--- src/rtl/snow2_keystream_xor.sv ---
// SNOW_2 keystream consumer: sequences core load/init, discards the init
// keystream, buffers run-time keystream words and XORs them with plaintext.
module snow2_keystream_xor #(
    parameter int unsigned INIT_CYCLES = 33,
    parameter int unsigned FIFO_DEPTH  = 4
) (
    input  logic        clk,
    input  logic        rst_n,
    input  logic        start,
    output logic        core_load,
    output logic        core_en,
    input  logic [31:0] keystream,
    output logic        ready_ks,
    input  logic [31:0] pt_data,
    input  logic        pt_valid,
    output logic        pt_ready,
    output logic [31:0] ct_data,
    output logic        ct_valid,
    input  logic        ct_ready,
    output logic [31:0] words_done
);

    localparam int unsigned PTR_W  = (FIFO_DEPTH > 1) ? $clog2(FIFO_DEPTH) : 1;
    localparam int unsigned CNT_W  = PTR_W + 1;
    localparam int unsigned INIT_W = $clog2(INIT_CYCLES + 1);

    typedef enum logic [1:0] {
        S_IDLE,
        S_LOAD,
        S_INIT,
        S_RUN
    } state_t;

    state_t             r_state;
    logic [INIT_W-1:0]  r_init_cnt;
    logic [31:0]        r_mem [FIFO_DEPTH];
    logic [PTR_W-1:0]   r_wr_ptr;
    logic [PTR_W-1:0]   r_rd_ptr;
    logic [CNT_W-1:0]   r_count;
    logic [31:0]        r_ct_data;
    logic               r_ct_valid;
    logic [31:0]        r_words_done;

    logic               w_run;
    logic               w_pt_ready;
    logic               w_pop;
    logic               w_core_en;
    logic               w_push;
    logic               w_ct_take;

    // Handshake and core-advance decode; in RUN the core only steps when its
    // word can be stored, so every keystream word lands in the FIFO exactly once.
    always_comb begin
        w_run      = (r_state == S_RUN);
        w_pt_ready = w_run && (r_count != '0) && (!r_ct_valid || ct_ready);
        w_pop      = pt_valid && w_pt_ready;
        w_core_en  = (r_state == S_INIT) ||
                     (w_run && ((r_count < CNT_W'(FIFO_DEPTH)) || w_pop));
        w_push     = w_run && w_core_en;
        w_ct_take  = r_ct_valid && ct_ready;
    end

    // Session sequencer: IDLE -> LOAD -> INIT (INIT_CYCLES enabled edges) -> RUN.
    always_ff @(posedge clk) begin
        if (!rst_n) begin
            r_state    <= S_IDLE;
            r_init_cnt <= '0;
        end else begin
            case (r_state)
                S_IDLE: begin
                    if (start) r_state <= S_LOAD;
                end
                S_LOAD: begin
                    r_init_cnt <= '0;
                    r_state    <= S_INIT;
                end
                S_INIT: begin
                    if (start) begin
                        r_state <= S_LOAD;
                    end else if (r_init_cnt == INIT_W'(INIT_CYCLES - 1)) begin
                        r_state <= S_RUN;
                    end else begin
                        r_init_cnt <= r_init_cnt + INIT_W'(1);
                    end
                end
                S_RUN: begin
                    if (start) r_state <= S_LOAD;
                end
                default: r_state <= S_IDLE;
            endcase
        end
    end

    // FIFO pointers and occupancy; flushed while the core is being loaded.
    always_ff @(posedge clk) begin
        if (!rst_n || r_state == S_LOAD) begin
            r_wr_ptr <= '0;
            r_rd_ptr <= '0;
            r_count  <= '0;
        end else begin
            if (w_push) r_wr_ptr <= r_wr_ptr + PTR_W'(1);
            if (w_pop)  r_rd_ptr <= r_rd_ptr + PTR_W'(1);
            if (w_push && !w_pop)      r_count <= r_count + CNT_W'(1);
            else if (!w_push && w_pop) r_count <= r_count - CNT_W'(1);
        end
    end

    // Keystream storage; a full FIFO may overwrite the head slot only while
    // that head is being read out on the same edge.
    always_ff @(posedge clk) begin
        if (w_push) r_mem[r_wr_ptr] <= keystream;
    end

    // Ciphertext register and handoff counter; a restart drops any pending word.
    always_ff @(posedge clk) begin
        if (!rst_n) begin
            r_ct_data    <= '0;
            r_ct_valid   <= 1'b0;
            r_words_done <= '0;
        end else if (r_state == S_LOAD) begin
            r_ct_valid   <= 1'b0;
            r_words_done <= '0;
        end else if (start && (r_state == S_INIT || r_state == S_RUN)) begin
            r_ct_valid   <= 1'b0;
        end else begin
            if (w_ct_take) r_words_done <= r_words_done + 32'd1;
            if (w_pop) begin
                r_ct_data  <= pt_data ^ r_mem[r_rd_ptr];
                r_ct_valid <= 1'b1;
            end else if (w_ct_take) begin
                r_ct_valid <= 1'b0;
            end
        end
    end

    assign core_load  = (r_state == S_LOAD);
    assign core_en    = w_core_en;
    assign ready_ks   = w_run;
    assign pt_ready   = w_pt_ready;
    assign ct_data    = r_ct_data;
    assign ct_valid   = r_ct_valid;
    assign words_done = r_words_done;

endmodule

--- config.mk ---
export PLATFORM = sky130hd
export DESIGN_NAME = snow2_keystream_xor
export DESIGN_NICKNAME = d
export VERILOG_FILES = /design/src/rtl/snow2_keystream_xor.sv
export SDC_FILE = /design/constraint.sdc
export NUM_CORES = 1
export LEC_CHECK = 0
export ABC_AREA = 0
export CAP_MARGIN = 10
export CORE_MARGIN = 2
export CORE_UTILIZATION = 25
export CTS_CLUSTER_DIAMETER = 120
export DETAILED_ROUTE_END_ITERATION = 6
export DONT_BUFFER_PORTS = 1
export GPL_ROUTABILITY_DRIVEN = 0
export GPL_TIMING_DRIVEN = 0
export RECOVER_POWER = 50
export SLEW_MARGIN = 20
export SYNTH_ARGS = -nofsm -noshare
export SYNTH_HDL_FRONTEND = slang
export SYNTH_SLANG_ARGS = --single-unit
export TNS_END_PERCENT = 100
--- constraint.sdc ---
create_clock -name clk -period 2.5 [get_ports clk]
set_input_delay 0.5 -clock clk [delete_from_list [all_inputs] [get_ports clk]]
set_output_delay 0.5 -clock clk [all_outputs]
set_load 0.02 [all_outputs]
==> reports/metrics.csv, run 1 <==
metric,value,unit
outcome,completed,
"CTS clk-pin slew, worst paths",0.06,ns
number of cells on the critical path,5,
slowest CP cell,or3_4,
Post-synth EDFFs,128,
Die X-Extent,191,microns
Syn Nets,702,
Detailed Routing Iterations Pass 1,4,
first-pass GRT wire length,32400,microns
synthesized area,0.00875,sq mm
Final nets,733,
critical path's largest stage delay,0.39,ns
Worst Tran Pin Value,0.809,ns
Metal-1 WL,9260,microns
die area,0.0365,sq mm
All-Layer GR Usage,0.117,
Worst-Skew Late Latency,0.53,ns
HP Class,primary input to register,
clock skew,0.0138,ns
most frequent cells in the layout,"128 x edfxtp_1, 80 x dfxtp_1, 44 x nand3_1",
LEAKAGE,3.65,nW
drt total wl,21800,microns
#FFs+latches synth,210,
final instance area,0.0104,sq mm
asr flop ratio synth,0,
CTS tree,yes,
Max Fclk,410,MHz
Slew Limit Headroom,0.461,
largest area contributor in the netlist,edfxtp_1,
"delay-heaviest family, CP",simple AND/OR/NAND/NOR gates,
largest net degree at the start of global routing,20,
Min Hold Slack,0.0601,ns
placed instance area,0.00943,sq mm
RSZ-0062 raised after global routing,true,
ys flop type,edfxtp_1,
area of the multi-input gates,0.00306,sq mm
area share of the largest cell type after synthesis,0.439,
Worst Path Max Fanout,9,
Hold Crit Depth,0,
min Tclk post-route,2.44,ns
Clock H-tree levels,1,
post-synthesis to final-layout area growth,18.8,%
Clock Root Buffer,clkbuf_16,
Antenna diodes,0,
Synth cell types,48,
highest routed layer,met4,
Final Setup Violations,0,
final setup TNS,0,ns
Wirelength per Cell,19.4,microns
hold violation count in the final report,0,
row count,68,
CP Launch Type,register,
vias in the first global route,5376,
post-synthesis instance total,620,
Buffers & Inverters on Critical Path,1,
DRC,0,
ranking of synthesized cells by area,"edfxtp_1 44%, dfxtp_1 19%, mux4_2 8.2%, o211a_1 3.7%, xnor2_1 3.3%",
R2R depth,10,
final worst path period share,0.977,
Initial Util,0.253,
IO Port Bufs,0,
Clock Sinks,210,
core area,0.0345,sq mm
Critical Path AT,1.94,ns
CTS buffer count,25,
fin util,0.301,
routed wl met2,10200,microns
clk buf depth,3,
met3 WL,1670,microns
YS warnings,0,
antenna violations before repair,0,
final slew viol count,0,
Worst Setup End Kind,output pin,
PD cells,849,mW/mm^2
CTS Hold Bufs,0,
DPL Wire Length,15000,microns
Worst EP required,2.00,ns
sequential cell area,0.00549,sq mm
# IOs,138,
share of layout cells above drive strength 1,0.167,
grt ovf,0,
Peak VDD IR,0.436,mV
Vias/cell,4.79,
fill count,3525,
Antenna Nets Post-Route,0,
total number of vias,5389,
"most common cell after layout, fill and taps aside",edfxtp_1,
register area share after synthesis,0.627,
cell-by-cell trace of the critical path,or3_4 > and4_4 > buf_6 > o21ai_0 > nand2b_1,
Mean Syn Cell Area,14.1,sq um
Die Ht,191,microns
Crit Path Category,register to output pin,
max_cap viols,0,
initial DRC count,223,
==> logic make-up after synthesis <==
group | count (synthesis) | share of synthesized area
buffers and inverters | 51 | 0.0289
multiplexers | 37 | 0.0882
AND/OR/NAND/NOR | 164 | 0.107
AO/OA/AOI/OAI | 103 | 0.0871
adder cells (fa/ha/maj) | 13 | 0.0194
XOR/XNOR | 42 | 0.0420
flip-flops | 210 | 0.627
==> cells in the mapped netlist (5+ instances only) <==
master      n
a21oi_1    29
and3_1     11
and4_1     10
buf_1       7
buf_2       7
buf_6       5
clkbuf_1   12
dfxtp_1    82
edfxtp_1  128
ha_1       12
inv_1      16
mux4_2     32
nand2_1    20
nand2b_1    7
nand3_1    44
nand4_1    12
nor2_1     17
nor2b_1     5
o211a_1    32
o21ai_0    12
o31ai_1    13
or3_1      12
or4_1      13
xnor2_1    33
xor2_1      9
==> metal layers <==
layer	GRT usage	vias up
li1	-	2471
met1	0.145	2719
met2	0.193	161
met3	0.0387	38
met4	0.0337	0
met5	0	-
==> through the flow <==
| step | power (mW) | setup slack, ns | instances |
|---|---|---|---|
| finish | 8.83 | 0.0585 | 1125 |
| detailed placement | 4.86 | -0.0326 | 1079 |
| global route | 9.15 | -0.00561 | 1125 |
| global placement | 4.83 | -0.575 | 1075 |
| CTS | 8.93 | 0.00341 | 1125 |
| floorplan | 4.57 | 0.163 | 620 |
==> sequential cells by signal, summed over array words and instances (netlist names), named ones only <==
register    count
r_count         3
r_mem         128
r_rd_ptr        2
r_init_cnt      6
ct_data        32
words_done     32
r_state         2
ct_valid        1
r_wr_ptr        2
==> power breakdown <==
part	switching [mW]	internal, mW
clock	1.50	2.52
sequential	0.0778	3.81
combinational	0.591	0.327
==> path summary, 6_finish.rpt <==
| path | to | startpoint | slack [ns] |
|---|---|---|---|
| min reg2reg | register | r_rd_ptr[1] | 0.50 |
| min | r_mem[2][14] | keystream[14] | 0.06 |
| max reg2reg | r_count[2] | r_count[0] | 0.10 |
| max | core_en | r_count[0] | 0.06 |
==> cell type report <==
class,instances,area share
plain buffers,35,0.0187
clock buffers,32,0.0676
clock inverters,14,0.0213
inverters,16,0.00578
multi-input cells,359,0.294
flip-flops and latches,210,0.528
well taps,455,0.0548
repair buffers,4,0.00987
==> repair_timing <==
action                                  CTS  global route
buffers inserted                          0             0
endpoints found under the setup margin    2             3
pin swaps                                 0             1
resized for setup                         3             9
cloned                                    0             0
Power figures use the tool's default switching activity.
==> run 2, diff against run 1 <==
Settings changed: BUFFER_PORTS_ARGS from default to -buffer_cell sky130_fd_sc_hd__buf_4, DONT_BUFFER_PORTS 1 to default.
==> run 2 against run 1 <==
Die area did not move. Worst setup slack improved by 0.056 ns. Non-clock buffer count rose by 136. Critical path depth did not move. Core utilization rose by 1.4 points. Clock-buffer cell count rose by 5. Highest routed layer is now met5.
==> reports/metrics.csv, run 2 (synthesis gave the netlist of run 1 again) <==
metric,value,unit,change
Final Setup Violations,0,,unchanged
Worst Setup End Kind,output pin,,
CTS buffer count,25,,unchanged
Vias/cell,4.61,,-3.7%
most frequent cells in the layout,"128 x edfxtp_1, 121 x clkbuf_1, 81 x dfxtp_1",,
sequential cell area,0.00549,sq mm,about the same
final worst slack,0.115,ns,+0.0561 ns
sequential power share,0.457,,+0.017
initial DRC count,254,,+14%
Worst Path Max Fanout,9,,unchanged
# IOs,138,,unchanged
"CTS clk-pin slew, worst paths",0.06,ns,about the same
area of the multi-input gates,0.00303,sq mm,-0.98%
CTS tree,yes,,
PD cells,776,mW/mm^2,-8.6%
final slew viol count,0,,unchanged
first-pass GRT wire length,33700,microns,+3.9%
total number of vias,5818,,+8.0%
CTS Hold Bufs,0,,unchanged
max reg flops,128,,unchanged
drt total wl,22300,microns,+2.6%
DPL Wire Length,15200,microns,+1.5%
clock skew,0.0138,ns,-0.0000440 ns
Crit Path Category,register to output pin,,
row count,68,,unchanged
pre-CTS WS,-0.134,ns,-0.101 ns
placed instance area,0.0104,sq mm,+11%
fill count,3613,,+2.5%
Power Total,8.44,mW,-4.4%
max_cap viols,0,,unchanged
clk buf depth,3,,unchanged
Worst-Skew Late Latency,0.53,ns,about the same
hold violation count in the final report,0,,unchanged
grt ovf,0,,unchanged
Die X-Extent,191,microns,unchanged
P_int,6.32,mW,-5.1%
antenna violations before repair,2,,+2
Slew Limit Headroom,0.452,,-0.00870
die area,0.0365,sq mm,unchanged
Detailed Routing Iterations Pass 1,4,,unchanged
largest net degree at the start of global routing,23,,+15%
core area,0.0345,sq mm,unchanged
LEAKAGE,3.89,nW,+6.7%
final instance area,0.0109,sq mm,+4.6%
Clock Sinks,210,,unchanged
vias in the first global route,5750,,+7.0%
RSZ-0062 raised after global routing,false,,
share of layout cells above drive strength 1,0.171,,+0.00426
fin util,0.315,,+0.0139
Worst EP required,2.00,ns,about the same
min Tclk post-route,2.39,ns,-0.0561 ns
Min Hold Slack,0.234,ns,+0.174 ns
Gate power share,0.123,,+0.019
Worst Tran Pin Value,0.822,ns,+0.0131 ns
Die Ht,191,microns,unchanged
final worst path period share,0.954,,-0.0224
Clock H-tree levels,1,,unchanged
HP Class,primary input to register,,
clock power share,0.420,,-0.036
CP Launch Type,register,,
sw power,2.12,mW,-2.1%
DRC,0,,unchanged
Max Fclk,419,MHz,+2.3%
All-Layer GR Usage,0.120,,+0.00315
Final nets,869,,+19%
Peak VDD IR,0.604,mV,+38%
post-synthesis to final-layout area growth,24.3,%,
Antenna Nets Post-Route,0,,unchanged
Clock Root Buffer,clkbuf_16,,
Wirelength per Cell,17.7,microns,-8.5%
"most common cell after layout, fill and taps aside",edfxtp_1,,
sw frac,0.252,,+0.00580
Initial Util,0.253,,unchanged
outcome,completed,,
IO Port Bufs,137,,+137
Largest Register,r_mem,,
Critical Path AT,1.89,ns,-0.05 ns
run 2: cell count changes in the layout (fill, tap and decap cells not counted), moves of 2 or more:
cell / change
buf_16: -2
clkinvlp_4: -2
ha_4: -2
clkbuf_1: +107
bufinv_16: -3
buf_2: -2
buf_4: +39
buf_12: +2
run 2: what timing repair did:
action | in CTS | in global routing
endpoints found under the hold margin | 0 | 0
endpoints found under the setup margin | 2 | 2
setup buffers | 0 | 0
gates resized for setup | 4 | 4
run 2: worst max-delay path: stages (launching register included):
cell,delay [ns]
dfxtp_2,0.34
or3_4,0.39
and4_4,0.27
o21ai_2,0.12
nand2b_1,0.08
buf_4,0.16
run 2: final cells by class:
type,count,area share
buffer,34,0.0168
multi-input combinational,359,0.278
clock buffer,37,0.0635
timing repair buffer,141,0.0688
clock inverter,8,0.00989
tap,455,0.0523
sequential,210,0.504
inverter,16,0.00575
antenna,1,0.000230
run 2: path summary, 6_finish.rpt:
kind	start	depth (start not counted)	end	slack (ns)
worst max-delay path	r_count[0]	5	core_en	0.11
worst min-delay path	keystream[1]	1	r_mem[3][1]	0.23
worst min register to register	ct_data[28]	1	ct_data[28]	0.49
worst max register to register	r_count[0]	9	r_count[2]	0.12
run 2: through the flow:
step,setup TNS [ns],instances
after floorplan,0,620
after global placement,-75.07,1212
after detailed placement,-0.134,1216
after CTS,0,1261
after global routing,0,1260
final,0,1261
run 2: power by group through the flow:
stage          registers, mW  clock network, mW  logic [mW]
2_1_floorplan           3.93                  0       0.637
3_3_place_gp            3.93                  0        1.05
6_report                3.86               3.54        1.04
3_5_place_dp            3.93                  0        1.08
4_1_cts                 3.86               3.66        1.09
5_1_grt                 3.87               3.79        1.15
run 2: layer usage:
| metal | track usage | wire length, microns | part of all wire | vias to the layer above |
|---|---|---|---|---|
| met4 | 0.0269 | 444 | 0.020 | 2 |
| met2 | 0.198 | 10600 | 0.47 | 145 |
| met5 | 0 | 11 | 0.00049 | - |
| met1 | 0.162 | 9950 | 0.45 | 2904 |
| li1 | - | - | - | 2734 |
| met3 | 0.0242 | 1370 | 0.061 | 33 |
==> run 3, diff against run 2 <==
Settings changed: PLACE_DENSITY from default to 0.46.
==> run 3 against run 2 <==
Worst hold slack better by 0.013 ns. Die area stayed put. Worst setup slack worse by 0.0037 ns. Via count is 1.5% lower. Core utilization is 0.072 points higher. Cell count hardly changed. Non-clock buffer count stayed put. Global-route usage is 0.38 points higher.
==> reports/metrics.csv, run 3 (synthesis gave the netlist of run 1 again) <==
metric,value,unit,change
Global Route met3 Usage,0.0292,,+0.00496
Clock Root Buffer,clkbuf_16,,
final worst slack,0.111,ns,-0.00367 ns
total number of vias,5733,,-1.5%
Final nets,869,,unchanged
final slew viol count,0,,unchanged
Worst Setup End Kind,output pin,,
final worst path period share,0.956,,+0.00147
Worst-Skew Late Latency,0.52,ns,about the same
"CTS clk-pin slew, worst paths",0.06,ns,about the same
critical path's largest stage delay,0.38,ns,about the same
Worst Tran Pin Value,0.804,ns,-0.0183 ns
Cells after DPL,1216,,unchanged
R2R Setup Slk,0.14,ns,+0.02 ns
min Tclk post-route,2.39,ns,+0.00367 ns
IO Port Bufs,137,,unchanged
Antenna Nets Post-Route,0,,unchanged
final setup TNS,0,ns,unchanged
die area,0.0365,sq mm,unchanged
drt total wl,22700,microns,+1.5%
Peak VDD IR,0.412,mV,-32%
Detailed Routing Iterations Pass 1,4,,unchanged
CTS buffer count,25,,unchanged
Post-CTS Setup Bufs,0,,unchanged
clk buf depth,3,,unchanged
Buffers & Inverters on Critical Path,1,,unchanged
Final Setup Violations,0,,unchanged
Initial Util,0.253,,unchanged
first-pass GRT wire length,34400,microns,+2.2%
post-synthesis to final-layout area growth,24.6,%,
Wirelength per Cell,18.0,microns,+1.5%
Crit Path Category,register to output pin,,
max_cap viols,0,,unchanged
largest net degree at the start of global routing,19,,-17%
DPL Wire Length,15600,microns,+2.2%
Antenna diodes,0,,-1
# IOs,138,,unchanged
clock skew,0.0117,ns,-0.00200 ns
Largest Register,r_mem,,
PD cells,782,mW/mm^2,+0.82%
hold violation count in the final report,0,,unchanged
Die Ht,191,microns,unchanged
CTS Hold Bufs,0,,unchanged
slowest CP cell,or3_4,,
Slew Limit Headroom,0.464,,+0.0122
share of layout cells above drive strength 1,0.178,,+0.00621
placed instance area,0.0104,sq mm,unchanged
Max Fclk,419,MHz,-0.15%
core area,0.0345,sq mm,unchanged
DRC,0,,unchanged
Vias/cell,4.55,,-1.4%
Finished Layout Cells,1260,,-0.079%
vias in the first global route,5775,,+0.43%
outcome,completed,,
antenna violations before repair,3,,+1
CTS tree,yes,,
Critical Path AT,1.89,ns,about the same
"delay-heaviest family, CP",simple AND/OR/NAND/NOR gates,,
CP Launch Type,register,,
pre-CTS WS,-0.163,ns,-0.0288 ns
cell-by-cell trace of the critical path,or3_4 > and4_4 > o21ai_1 > nand2b_1 > buf_4,,
Clock H-tree levels,1,,unchanged
"most common cell after layout, fill and taps aside",edfxtp_1,,
Min Hold Slack,0.247,ns,+0.0130 ns
Clock Sinks,210,,unchanged
All-Layer GR Usage,0.124,,+0.00379
max reg flops,128,,unchanged
HP Class,primary input to register,,
grt ovf,0,,unchanged
most frequent cells in the layout,"128 x edfxtp_1, 113 x clkbuf_1, 80 x dfxtp_1",,
Die X-Extent,191,microns,unchanged
Worst EP required,2.00,ns,about the same
initial DRC count,271,,+6.7%
Worst Path Max Fanout,9,,unchanged
LEAKAGE,3.91,nW,+0.44%
grt peak-use layer,met2,,
final instance area,0.0109,sq mm,+0.23%
grt met1 use,0.162,,about the same
row count,68,,unchanged
grt met2 use,0.205,,+0.00697
-- run 3: changes by cell type in the layout (fill, tap and decap cells not counted), sizes merged --
cell    delta
bufinv     +1
clkbuf     -8
diode      -1
inv        -1
clkinv     +8
-- run 3: report_power, final --
| group | switching (mW) | internal, mW | total, mW |
|---|---|---|---|
| Clock | 1.43 | 2.19 | 3.62 |
| Combinational | 0.657 | 0.395 | 1.05 |
| Sequential | 0.0545 | 3.81 | 3.86 |
-- run 3: per-layer routing --
metal / share of wire / wire length (microns)
met1: 0.45 / 10100
met2: 0.47 / 10600
met3: 0.058 / 1310
met4: 0.025 / 570
met5: 0.0016 / 37
-- run 3: path summary, 6_finish.rpt --
kind	start	to	cells after the start
hold reg to reg	r_state[0]	r_state[0]	2
setup / recovery	r_count[0]	core_en	5
setup reg to reg	r_state[1]	r_count[2]	10
hold / removal	keystream[5]	r_mem[0][5]	1
-- run 3: what timing repair did --
action,in CTS,in global routing
pin swaps,0,1
endpoints found under the setup margin,2,2
gates resized for setup,4,7
-- run 3: worst reg2reg max path: stages, from the launching register on --
cell,delay [ns]
dfxtp_1,0.37
ha_2,0.23
clkbuf_4,0.20
inv_1,0.07
nor2_1,0.21
ha_4,0.18
inv_1,0.05
fa_1,0.37
xor2_1,0.18
or3_1,0.31
a21oi_1,0.12
-- run 3: layout make-up --
class / instances / area (sq um)
fill: 3633 / 23600
sequential: 210 / 5490
multi-input combinational: 359 / 3040
timing repair buffer: 141 / 748
clock buffer: 29 / 661
tap: 455 / 569
buffer: 34 / 183
clock inverter: 16 / 153
inverter: 16 / 62.6
-- run 3: through the flow --
| stage | total power [mW] | util |
|---|---|---|
| floorplan | 4.57 | - |
| global placement | 5.01 | 0.300 |
| detailed placement | 5.02 | 0.302 |
| CTS | 8.68 | 0.326 |
| global route | 8.93 | 0.316 |
| finish | 8.53 | 0.316 |
